$ cat src/rtl/neuron_pkg.sv
// Shared types and helpers for the lane-parallel neuron: activation encodings,
// controller states, a constant log2 helper and the output rescale/activate function.
package neuron_pkg;

    typedef enum logic [1:0] {
        ACT_ID        = 2'd0,
        ACT_RELU      = 2'd1,
        ACT_RELU_CLIP = 2'd2,
        ACT_ID_ALT    = 2'd3
    } act_mode_e;

    typedef enum logic [2:0] {
        ST_IDLE,
        ST_PREFETCH,
        ST_ACC,
        ST_DRAIN,
        ST_BIAS,
        ST_OUT
    } state_e;

    // Ceil log2, never below 1 so it can size a vector directly.
    function automatic int clog2(input int v);
        int n;
        n = 0;
        while ((1 << n) < v) n++;
        return (n < 1) ? 1 : n;
    endfunction

    // Truncating rescale, saturation to out_w signed bits, then activation.
    // Saturation already bounds the top, so the clipped ReLU only differs in name.
    function automatic logic signed [63:0] act_sat(input logic signed [63:0] v,
                                                   input int shift,
                                                   input int out_w,
                                                   input logic [1:0] mode);
        logic signed [63:0] s;
        logic signed [63:0] vmax;
        logic signed [63:0] vmin;
        s    = v >>> shift;
        vmax = (64'sd1 <<< (out_w - 1)) - 64'sd1;
        vmin = -(64'sd1 <<< (out_w - 1));
        if (s > vmax) begin
            s = vmax;
        end else if (s < vmin) begin
            s = vmin;
        end
        if ((mode == ACT_RELU || mode == ACT_RELU_CLIP) && s < 64'sd0) begin
            s = '0;
        end
        return s;
    endfunction

endpackage

$ cat src/rtl/neuron_weight_bank.sv
// Per-lane weight RAMs (weight i lives in bank i%LANES, row i/LANES) plus the bias
// register; writes are synchronous and both reads have one cycle of latency.
module neuron_weight_bank
    import neuron_pkg::*;
#(
    parameter int PREV_COUNT = 169,
    parameter int LANES      = 1,
    parameter int W_W        = 16
) (
    input  logic                                clk,
    input  logic                                i_wr_en,
    input  logic [clog2(PREV_COUNT + 1)-1:0]    i_wr_addr,
    input  logic [W_W-1:0]                      i_wr_data,
    input  logic                                i_rd_en,
    input  logic [clog2((PREV_COUNT + LANES - 1) / LANES)-1:0] i_rd_row,
    input  logic                                i_rd_bias,
    output logic [LANES*W_W-1:0]                o_rd_data,
    output logic [W_W-1:0]                      o_bias
);
    localparam int NBEATS = (PREV_COUNT + LANES - 1) / LANES;
    localparam int ADDR_W = clog2(PREV_COUNT + 1);
    localparam int ROW_W  = clog2(NBEATS);
    localparam int LANE_W = clog2(LANES);

    logic              w_is_weight;
    logic [LANE_W-1:0] w_lane;
    logic [ROW_W-1:0]  w_row;
    logic [W_W-1:0]    r_bias;
    logic [W_W-1:0]    r_bias_q;

    assign w_is_weight = i_wr_en && (i_wr_addr < ADDR_W'(PREV_COUNT));
    assign w_lane      = LANE_W'(i_wr_addr % ADDR_W'(LANES));
    assign w_row       = ROW_W'(i_wr_addr / ADDR_W'(LANES));

    genvar gi;
    generate
        for (gi = 0; gi < LANES; gi++) begin : g_bank
            logic [W_W-1:0] r_mem [NBEATS];
            logic [W_W-1:0] r_rd;
            always_ff @(posedge clk) begin
                if (w_is_weight && w_lane == LANE_W'(gi)) begin
                    r_mem[w_row] <= i_wr_data;
                end
                if (i_rd_en) begin
                    r_rd <= r_mem[i_rd_row];
                end
            end
            assign o_rd_data[gi*W_W +: W_W] = r_rd;
        end
    endgenerate

    always_ff @(posedge clk) begin
        if (i_wr_en && i_wr_addr == ADDR_W'(PREV_COUNT)) begin
            r_bias <= i_wr_data;
        end
        if (i_rd_bias) begin
            r_bias_q <= r_bias;
        end
    end

    assign o_bias = r_bias_q;

endmodule

$ cat src/rtl/neuron_mac_lanes.sv
// Fully-connected neuron: LANES inputs per beat are multiplied by stored weights and
// accumulated, then bias is added and the sum is rescaled, saturated and activated.
module neuron_mac_lanes
    import neuron_pkg::*;
#(
    parameter int PREV_COUNT = 169,
    parameter int LANES      = 1,
    parameter int IN_W       = 17,
    parameter int IN_FRAC    = 14,
    parameter int W_W        = 16,
    parameter int W_FRAC     = 14,
    parameter int OUT_W      = 19,
    parameter int OUT_FRAC   = 14
) (
    input  logic                             clk,
    input  logic                             rst,
    input  logic                             wr_en,
    input  logic [clog2(PREV_COUNT + 1)-1:0] wr_addr,
    input  logic [W_W-1:0]                   wr_data,
    output logic                             weights_loaded,
    input  logic [1:0]                       act_mode,
    input  logic                             start,
    input  logic                             abort,
    input  logic                             in_valid,
    output logic                             in_ready,
    input  logic [LANES*IN_W-1:0]            in_data,
    output logic                             out_valid,
    input  logic                             out_ready,
    output logic [OUT_W-1:0]                 out_data,
    output logic                             busy
);
    localparam int NBEATS     = (PREV_COUNT + LANES - 1) / LANES;
    localparam int ADDR_W     = clog2(PREV_COUNT + 1);
    localparam int BEAT_W     = clog2(NBEATS);
    localparam int PROD_W     = IN_W + W_W;
    localparam int ACC_W      = PROD_W + clog2(PREV_COUNT + 1);
    localparam int LAST_LANES = PREV_COUNT - (NBEATS - 1) * LANES;
    localparam int SHIFT      = IN_FRAC + W_FRAC - OUT_FRAC;

    state_e                   r_state;
    state_e                   w_state_next;
    logic [BEAT_W-1:0]        r_beat;
    logic                     r_prod_vld;
    logic signed [PROD_W-1:0] r_prod [LANES];
    logic signed [PROD_W-1:0] w_prod [LANES];
    logic signed [ACC_W-1:0]  r_acc;
    logic signed [ACC_W-1:0]  w_lane_sum;
    logic signed [ACC_W-1:0]  w_bias_ext;
    logic signed [ACC_W-1:0]  w_with_bias;
    logic [1:0]               r_mode;
    logic                     r_loaded;
    logic [OUT_W-1:0]         r_out;

    logic                     w_wr_ok;
    logic                     w_accept;
    logic                     w_last_beat;
    logic                     w_rd_en;
    logic [BEAT_W-1:0]        w_rd_row;
    logic                     w_rd_bias;
    logic [LANES*W_W-1:0]     w_rd_data;
    logic [W_W-1:0]           w_bias_q;

    assign w_wr_ok     = wr_en && (r_state == ST_IDLE);
    assign w_accept    = (r_state == ST_ACC) && in_valid && !abort;
    assign w_last_beat = (r_beat == BEAT_W'(NBEATS - 1));

    neuron_weight_bank #(
        .PREV_COUNT (PREV_COUNT),
        .LANES      (LANES),
        .W_W        (W_W)
    ) u_bank (
        .clk        (clk),
        .i_wr_en    (w_wr_ok),
        .i_wr_addr  (wr_addr),
        .i_wr_data  (wr_data),
        .i_rd_en    (w_rd_en),
        .i_rd_row   (w_rd_row),
        .i_rd_bias  (w_rd_bias),
        .o_rd_data  (w_rd_data),
        .o_bias     (w_bias_q)
    );

    genvar gi;
    generate
        for (gi = 0; gi < LANES; gi++) begin : g_lane
            logic signed [IN_W-1:0]   w_x;
            logic signed [W_W-1:0]    w_w;
            logic signed [PROD_W-1:0] w_mul;
            assign w_x   = in_data[gi*IN_W +: IN_W];
            assign w_w   = w_rd_data[gi*W_W +: W_W];
            assign w_mul = PROD_W'(w_x) * PROD_W'(w_w);
            // Lanes past PREV_COUNT on the final beat hold unwritten weights.
            if (gi >= LAST_LANES) begin : g_tail
                assign w_prod[gi] = w_last_beat ? '0 : w_mul;
            end else begin : g_full
                assign w_prod[gi] = w_mul;
            end
        end
    endgenerate

    always_comb begin
        w_lane_sum = '0;
        for (int k = 0; k < LANES; k++) begin
            w_lane_sum = w_lane_sum + ACC_W'(r_prod[k]);
        end
    end

    assign w_bias_ext  = ACC_W'($signed(w_bias_q));
    assign w_with_bias = r_acc + (w_bias_ext <<< IN_FRAC);

    always_comb begin
        w_state_next = r_state;
        w_rd_en      = 1'b0;
        w_rd_row     = '0;
        w_rd_bias    = 1'b0;
        case (r_state)
            ST_IDLE:     if (start && r_loaded) w_state_next = ST_PREFETCH;
            ST_PREFETCH: begin
                w_rd_en      = 1'b1;
                w_state_next = ST_ACC;
            end
            ST_ACC: begin
                if (w_accept) begin
                    w_rd_en  = !w_last_beat;
                    w_rd_row = r_beat + BEAT_W'(1);
                    if (w_last_beat) w_state_next = ST_DRAIN;
                end
            end
            ST_DRAIN: begin
                w_rd_bias    = 1'b1;
                w_state_next = ST_BIAS;
            end
            ST_BIAS:     w_state_next = ST_OUT;
            ST_OUT:      if (out_ready) w_state_next = ST_IDLE;
            default:     w_state_next = ST_IDLE;
        endcase
        if (abort && r_state != ST_IDLE) w_state_next = ST_IDLE;
    end

    always_ff @(posedge clk or posedge rst) begin
        if (rst) begin
            r_state    <= ST_IDLE;
            r_beat     <= '0;
            r_prod_vld <= 1'b0;
            r_acc      <= '0;
            r_mode     <= '0;
            r_loaded   <= 1'b0;
            r_out      <= '0;
            for (int k = 0; k < LANES; k++) r_prod[k] <= '0;
        end else begin
            r_state <= w_state_next;
            if (w_wr_ok && wr_addr == ADDR_W'(PREV_COUNT)) r_loaded <= 1'b1;
            if (r_state == ST_IDLE && start && r_loaded) r_mode <= act_mode;
            if (abort && r_state != ST_IDLE) begin
                r_acc      <= '0;
                r_prod_vld <= 1'b0;
            end else begin
                case (r_state)
                    ST_PREFETCH: begin
                        r_acc      <= '0;
                        r_beat     <= '0;
                        r_prod_vld <= 1'b0;
                    end
                    ST_ACC: begin
                        if (r_prod_vld) r_acc <= r_acc + w_lane_sum;
                        r_prod_vld <= w_accept;
                        if (w_accept) begin
                            for (int k = 0; k < LANES; k++) r_prod[k] <= w_prod[k];
                            r_beat <= r_beat + BEAT_W'(1);
                        end
                    end
                    ST_DRAIN: begin
                        if (r_prod_vld) r_acc <= r_acc + w_lane_sum;
                        r_prod_vld <= 1'b0;
                    end
                    ST_BIAS: begin
                        r_acc <= w_with_bias;
                        r_out <= OUT_W'(act_sat(64'(w_with_bias), SHIFT, OUT_W, r_mode));
                    end
                    default: ;
                endcase
            end
        end
    end

    assign weights_loaded = r_loaded;
    assign in_ready       = (r_state == ST_ACC);
    assign out_valid      = (r_state == ST_OUT);
    assign busy           = (r_state != ST_IDLE);
    assign out_data       = r_out;

endmodule
$ cat config.mk
export PLATFORM = sky130hd
export DESIGN_NAME = neuron_mac_lanes
export DESIGN_NICKNAME = d
export VERILOG_FILES = /design/src/rtl/neuron_pkg.sv /design/src/rtl/neuron_weight_bank.sv /design/src/rtl/neuron_mac_lanes.sv
export SDC_FILE = /design/constraint.sdc
export NUM_CORES = 2
export LEC_CHECK = 0
export CAP_MARGIN = 5
export CORE_MARGIN = 1.5
export CORE_UTILIZATION = 57
export CTS_BUF_LIST = sky130_fd_sc_hd__clkbuf_4 sky130_fd_sc_hd__clkbuf_8 sky130_fd_sc_hd__clkbuf_16
export CTS_CLUSTER_SIZE = 12
export DETAILED_ROUTE_END_ITERATION = 12
export PLACE_DENSITY = 0.84
export REMOVE_ABC_BUFFERS = 1
export SYNTH_ARGS = -nofsm -noshare
export SYNTH_HDL_FRONTEND = slang
export SYNTH_HIERARCHICAL = 1
export SYNTH_SLANG_ARGS = --single-unit
$ cat constraint.sdc
create_clock -name clk -period 7 [get_ports clk]
set_clock_uncertainty 0.2 [all_clocks]
set_input_delay 2.1 -clock clk [delete_from_list [all_inputs] [get_ports clk]]
set_output_delay 2.1 -clock clk [all_outputs]
set_load 0.05 [all_outputs]
---- Word-level counts from Yosys, hierarchy flattened ----
Memories as Yosys holds them, arrays and structs flattened. A register that Yosys moved wholly into a read port is not among the register bits.
Index checks and enable logic that the tools add are counted.
word-level totals
  output and inout bits ................... 23
  word-level logic and storage cells ...... 85
  register bits ........................... 140
  memories kept ........................... 1
  memory bits (writable) .................. 2704
memory list
  memory                  depth  bits a word  read ports  clocked after memory_dff  wr ports  RTL line                  text
  u_bank.g_bank[0].r_mem  169    16           1           1                         1         neuron_weight_bank.sv:38  logic [W_W-1:0] r_mem [NBEATS];
cells by class
  bitwise gates (word level) .............. 1
  multipliers ............................. 1
  reductions and logical operators ........ 25
  order comparisons ....................... 4
  multiplexer cells ....................... 25
  add/subtract/negate cells ............... 3
  equal/unequal tests ..................... 15
operators with widths
  operator                                               count
  two-way mux 64 bit                                     4
  one-hot mux 41 bit (3 select lines)                    1
  two-way mux 41 bit                                     2
  < comparator 64 x 1 -> 1 bit, second input constant    1
  adder 41 x 30 -> 41 bit                                1
  adder 41 x 33 -> 41 bit                                1
  multiplier 17 x 16 -> 33 bit                           1
  > comparator 27 x 19 -> 1 bit, second input constant   1
  < comparator 27 x 19 -> 1 bit, second input constant   1
  two-way mux 8 bit                                      3
  two-way mux 19 bit                                     1
  one-hot mux 3 bit (6 select lines)                     1
  == test 8 bit, second input constant                   2
  one-hot mux 8 bit (2 select lines)                     1
  two-way mux 3 bit                                      5
  inequality test 3 x 1 -> 1 bit, second input constant  5
  logical AND 1 bit                                      10
  adder 8 x 1 -> 8 bit, second input constant            1
  < comparator 8 bit, second input constant              1
  == test 3 x 2 -> 1 bit, second input constant          2
  == test 3 bit, second input constant                   2
  AND reduction 3 bit                                    2
  nonzero test 3 bit                                     2
  two-way mux 1 bit                                      5
  14 further kinds                                       18

---- Longest topological paths before layout ----
  depth after elaboration ................. 9
  mapped depth ............................ 25

---- Modules after synthesis ----
The synthesis kept the hierarchy.
modules (own cells, without submodules)
  module              sequential area each (um^2)  instances  cells an instance  area an instance (um^2)
  neuron_weight_bank  82639.3                      1          4549               105443.6
  neuron_mac_lanes    2702.6                       1          2091               18326.3

---- Worst setup path after synthesis ----
OpenSTA, ideal clock, no wires.
  path kind ............................... input to register
  start ................................... input in_data[6]
  end ..................................... register r_prod[31] in the netlist's numbering
  setup slack ............................. -1218 ps
  cell stages on the path ................. 22
  setup time .............................. 134 ps
  arrival time ............................ 7884 ps
  path through ............................ clkbuf_1 -> nand2_1 -> fa_1 -> inv_1 -> fa_1 -> fa_1 -> fa_1 -> fa_1 -> inv_1 -> fa_1 -> inv_1 -> ha_1 -> a211oi_1 -> nand4_1 -> a21oi_1 -> o31ai_1 -> a41oi_1 -> a21oi_1 -> or4_1 -> a31oi_1 -> xor2_1 -> o21ai_0
on the way
  longest elaborated chain between the ends .. 1
RTL lines
  element                       RTL line                text
  start: declaration            neuron_mac_lanes.sv:26  input logic [LANES*IN_W-1:0] in_data,
  multiplier 17 x 16 -> 33 bit  neuron_mac_lanes.sv:91  assign w_mul = PROD_W'(w_x) * PROD_W'(w_w);
  end: declaration              neuron_mac_lanes.sv:44  logic signed [PROD_W-1:0] r_prod [LANES];
No other way between the ends.
A chain may end at the register's enable or synchronous reset.

---- Final worst setup path ----
  start ................................... input in_data[11]
  end ..................................... register r_prod[31] in the netlist's numbering
Same word-level chain as after synthesis.

==> results.json <==
{
  "clock.fmax_mhz": 137,
  "drive_above_1_share_pct": 25.3,
  "worstMarginPinSlew_ns": 1.55,
  "power.total_uw": 44700,
  "clockBufferDepth": 4,
  "h-tree-depth": 5,
  "internal_power_uw": 32300,
  "path_max_fanout": 5,
  "place_congestion": 0.932,
  "syn_avg_cell_area_sq_um": 18.6,
  "wl_per_cell_microns": 35.7,
  "crit_cells": 24,
  "drv_cap": 1,
  "min_delay_path_depth": 0,
  "rr_worst_depth": 23,
  "dpl_cell_area_sq_um": 131000,
  "switching_share_pct": 27.6,
  "synth_area_leader_cell": "edfxtp_1",
  "status": "finished with violations",
  "area_growth_pct": 13.3,
  "dr.pass1.iters": 9,
  "gr-total-overflow": 0,
  "yosysSeqAreaShare_pct": 69.0,
  "num_vias": 72700,
  "tns_ns": -1.33,
  "clk_pin_slew_ns": 0.05,
  "synth_edf_count": 2752,
  "min_period_over_period_pct": 104,
  "critPathLaunchType": "primary input",
  "initial_core_util_pct": 57.5,
  "power_frac_seq_pct": 42.5,
  "die_y_microns": 469,
  "power.switching_uw": 12400,
  "p_comb_share_pct": 24.3,
  "cp_num_buf_inv": 6,
  "critPathRequiredTime_ns": 7.57,
  "crit_path_frequent_cell": "fa_1",
  "critPathSlowestCell": "fa_1",
  "grt_pass1_wl_mm": 518,
  "netlist.area_leader.share_pct": 66.8,
  "final_cell_area_sq_um": 140000,
  "slew_viol_final": 2,
  "grt_max_degree": 124,
  "antenna_found_initial": 23,
  "worst_ep_arrival_time_ns": 7.88,
  "ys_seq_elements": 2860,
  "cts_buffers": 302,
  "power.density_nw_per_um2": 319,
  "io_buffers": 72,
  "clock-root-buffer": "clkbuf_16",
  "synth_area_sq_um": 124000,
  "hold_ws_ns": 0.218,
  "drc_errors": 0,
  "end_kind": "flop",
  "hold_path_class": "flop to flop",
  "clock_latency_ns": 0.98,
  "vias_per_cell": 7.09,
  "clock_sinks": 2860,
  "grt_pass1_vias": 73400,
  "slew_headroom_pct": -5.91,
  "drt_iter0_markers": 12200,
  "cts_hold_buf": 0,
  "dp_hpwl_mm": 202,
  "p_clk_share_pct": 33.2,
  "layout_common_cells": "edfxtp_1, mux4_2, buf_4, inv_1, clkbuf_16",
  "slowest_delay_ns": 0.56,
  "post-route-min-period_ns": 7.31,
  "peakVddDrop_mv": 0.649,
  "fin_util_pct": 65.1,
  "die_x_microns": 469,
  "setup_violations": 10,
  "violations": "capacitance limit, slew limit, setup timing",
  "fin_nets": 7763,
  "path_class": "primary input to flop",
  "final_common_cell": "edfxtp_1",
  "final_antenna_net_count": 0,
  "path_cells": "buf_4 -> buf_4 -> and2_1 -> fa_1 -> inv_2 -> fa_2 -> fa_1 -> inv_1 -> fa_2 -> fa_1 -> inv_2 -> fa_1 -> inv_2 -> ha_4 -> a211oi_4 -> nand4_1 -> a21oi_2 -> o31ai_4 -> a41oi_2 -> a21oi_2 -> or4_4 -> a31oi_4 -> xor2_1 -> o21ai_0",
  "hold_viol_final": 0,
  "core_area_sq_um": 215000,
  "synthCells": 6640,
  "synthTopCellsByArea": "edfxtp_1, mux4_2, fa_1",
  "die_area_sq_um": 220000,
  "synth_warnings": 6,
  "synth_cell_types": 96,
  "fillers": 12900,
  "rsz0062_at_grt": "yes",
  "io_pins": 73,
  "postSynth.asyncResetShare_pct": 3.78,
  "crit_family": "adder cells",
  "cts_tree": "done",
  "fin_ws_ns": -0.311,
  "synth_ff_type": "edfxtp_1",
  "routed_wirelength_mm": 366,
  "p_leak_uw": 0.0466,
  "fp-row-count": 170,
  "grt_usage_pct": 32.9
}
==> cells in the mapped netlist, types with 40 or more instances <==
cell type,instances
a221oi_1,43
inv_1,346
nor2_1,291
edfxtp_1,2752
mux4_1,50
a21o_1,40
mux4_2,612
fa_1,278
clkbuf_1,158
buf_2,66
xnor2_1,61
and2_1,140
a21oi_1,148
nor3_1,52
dfrtp_1,108
a22oi_1,90
nand3_1,47
o22ai_1,74
a22o_1,53
ha_1,153
nand2_1,301
mux2i_1,80
o21ai_0,143
==> cell families (layout without fill, tap and decap cells) <==
logic type,after synthesis,after routing,synth area share (%)
DFF,2860,2860,69.0
and+or+nand+nor,988,988,3.78
AOI/OAI and AO/OA,836,836,4.78
muxes,745,745,12.9
buffers and inverters,687,1450,2.91
adders and majority gates,431,431,6.04
xor gates and xnor gates,93,93,0.658
other,0,14,0
==> state kept, by name, indices dropped and copies added, names as in the netlist, 3 cells and up <==
name                 cells
out_data                19
u_bank/g_bank.r_mem   2704
r_beat                   8
u_bank/r_bias           16
r_prod                  33
u_bank/o_bias           16
r_acc                   41
u_bank/o_rd_data        16
r_state                  3
==> repair_timing <==
| action | 4_1_cts | 5_1_grt |
|---|---|---|
| setup endpoints to repair | 21 | 16 |
| setup buffers | 21 | 9 |
| resized for setup | 198 | 75 |
| pin swaps | 102 | 82 |
==> path summary, 6_finish.rpt <==
check	from	to	slack, ns
min in group asynchronous	rst	r_mode[0]	1.48
worst max register to register	u_bank/o_rd_data[4]	r_prod[31]	0.21
max in group asynchronous	rst	r_prod[14]	3.98
worst min register to register	u_bank/r_bias[5]	u_bank/o_bias[5]	0.22
worst max-delay path	in_data[11]	r_prod[31]	-0.31
worst min-delay path	u_bank/r_bias[5]	u_bank/o_bias[5]	0.22
==> power groups by stage <==
stage	logic [uW]	clock network, uW	registers [uW]
3_3_place_gp	8050	0	19300
3_5_place_dp	8190	0	19300
4_1_cts	9810	14800	19000
6_report	10900	14800	19000
5_1_grt	11800	15400	19000
2_1_floorplan	5050	0	19300
==> stage by stage <==
step,std cells,setup WS [ns]
floorplan,6300,-51.85
global placement,9793,-1.99
detailed placement,9793,-2.08
CTS,10200,-0.268
global route,10200,-0.458
finish,10300,-0.311
==> area by class of cell <==
class / count / area, sq um / area share, %
clock buffer: 384 / 8230 / 5.87
multi-input combinational: 3093 / 35500 / 25.3
tap: 2838 / 3550 / 2.53
timing repair buffer: 678 / 5870 / 4.18
antenna: 14 / 35.0 / 0.0250
inverter: 347 / 1310 / 0.931
sequential: 2860 / 85300 / 60.9
clock inverter: 41 / 333 / 0.237
==> routing by layer <==
layer	routed length, microns	global-route usage, %	vias to the layer above
met2	174000	52.4	7083
li1	-	-	27600
met3	50400	9.17	1619
met5	211	0	-
met1	115000	40.8	36400
met4	26800	18.8	24
Power figures use the tool's default switching activity.
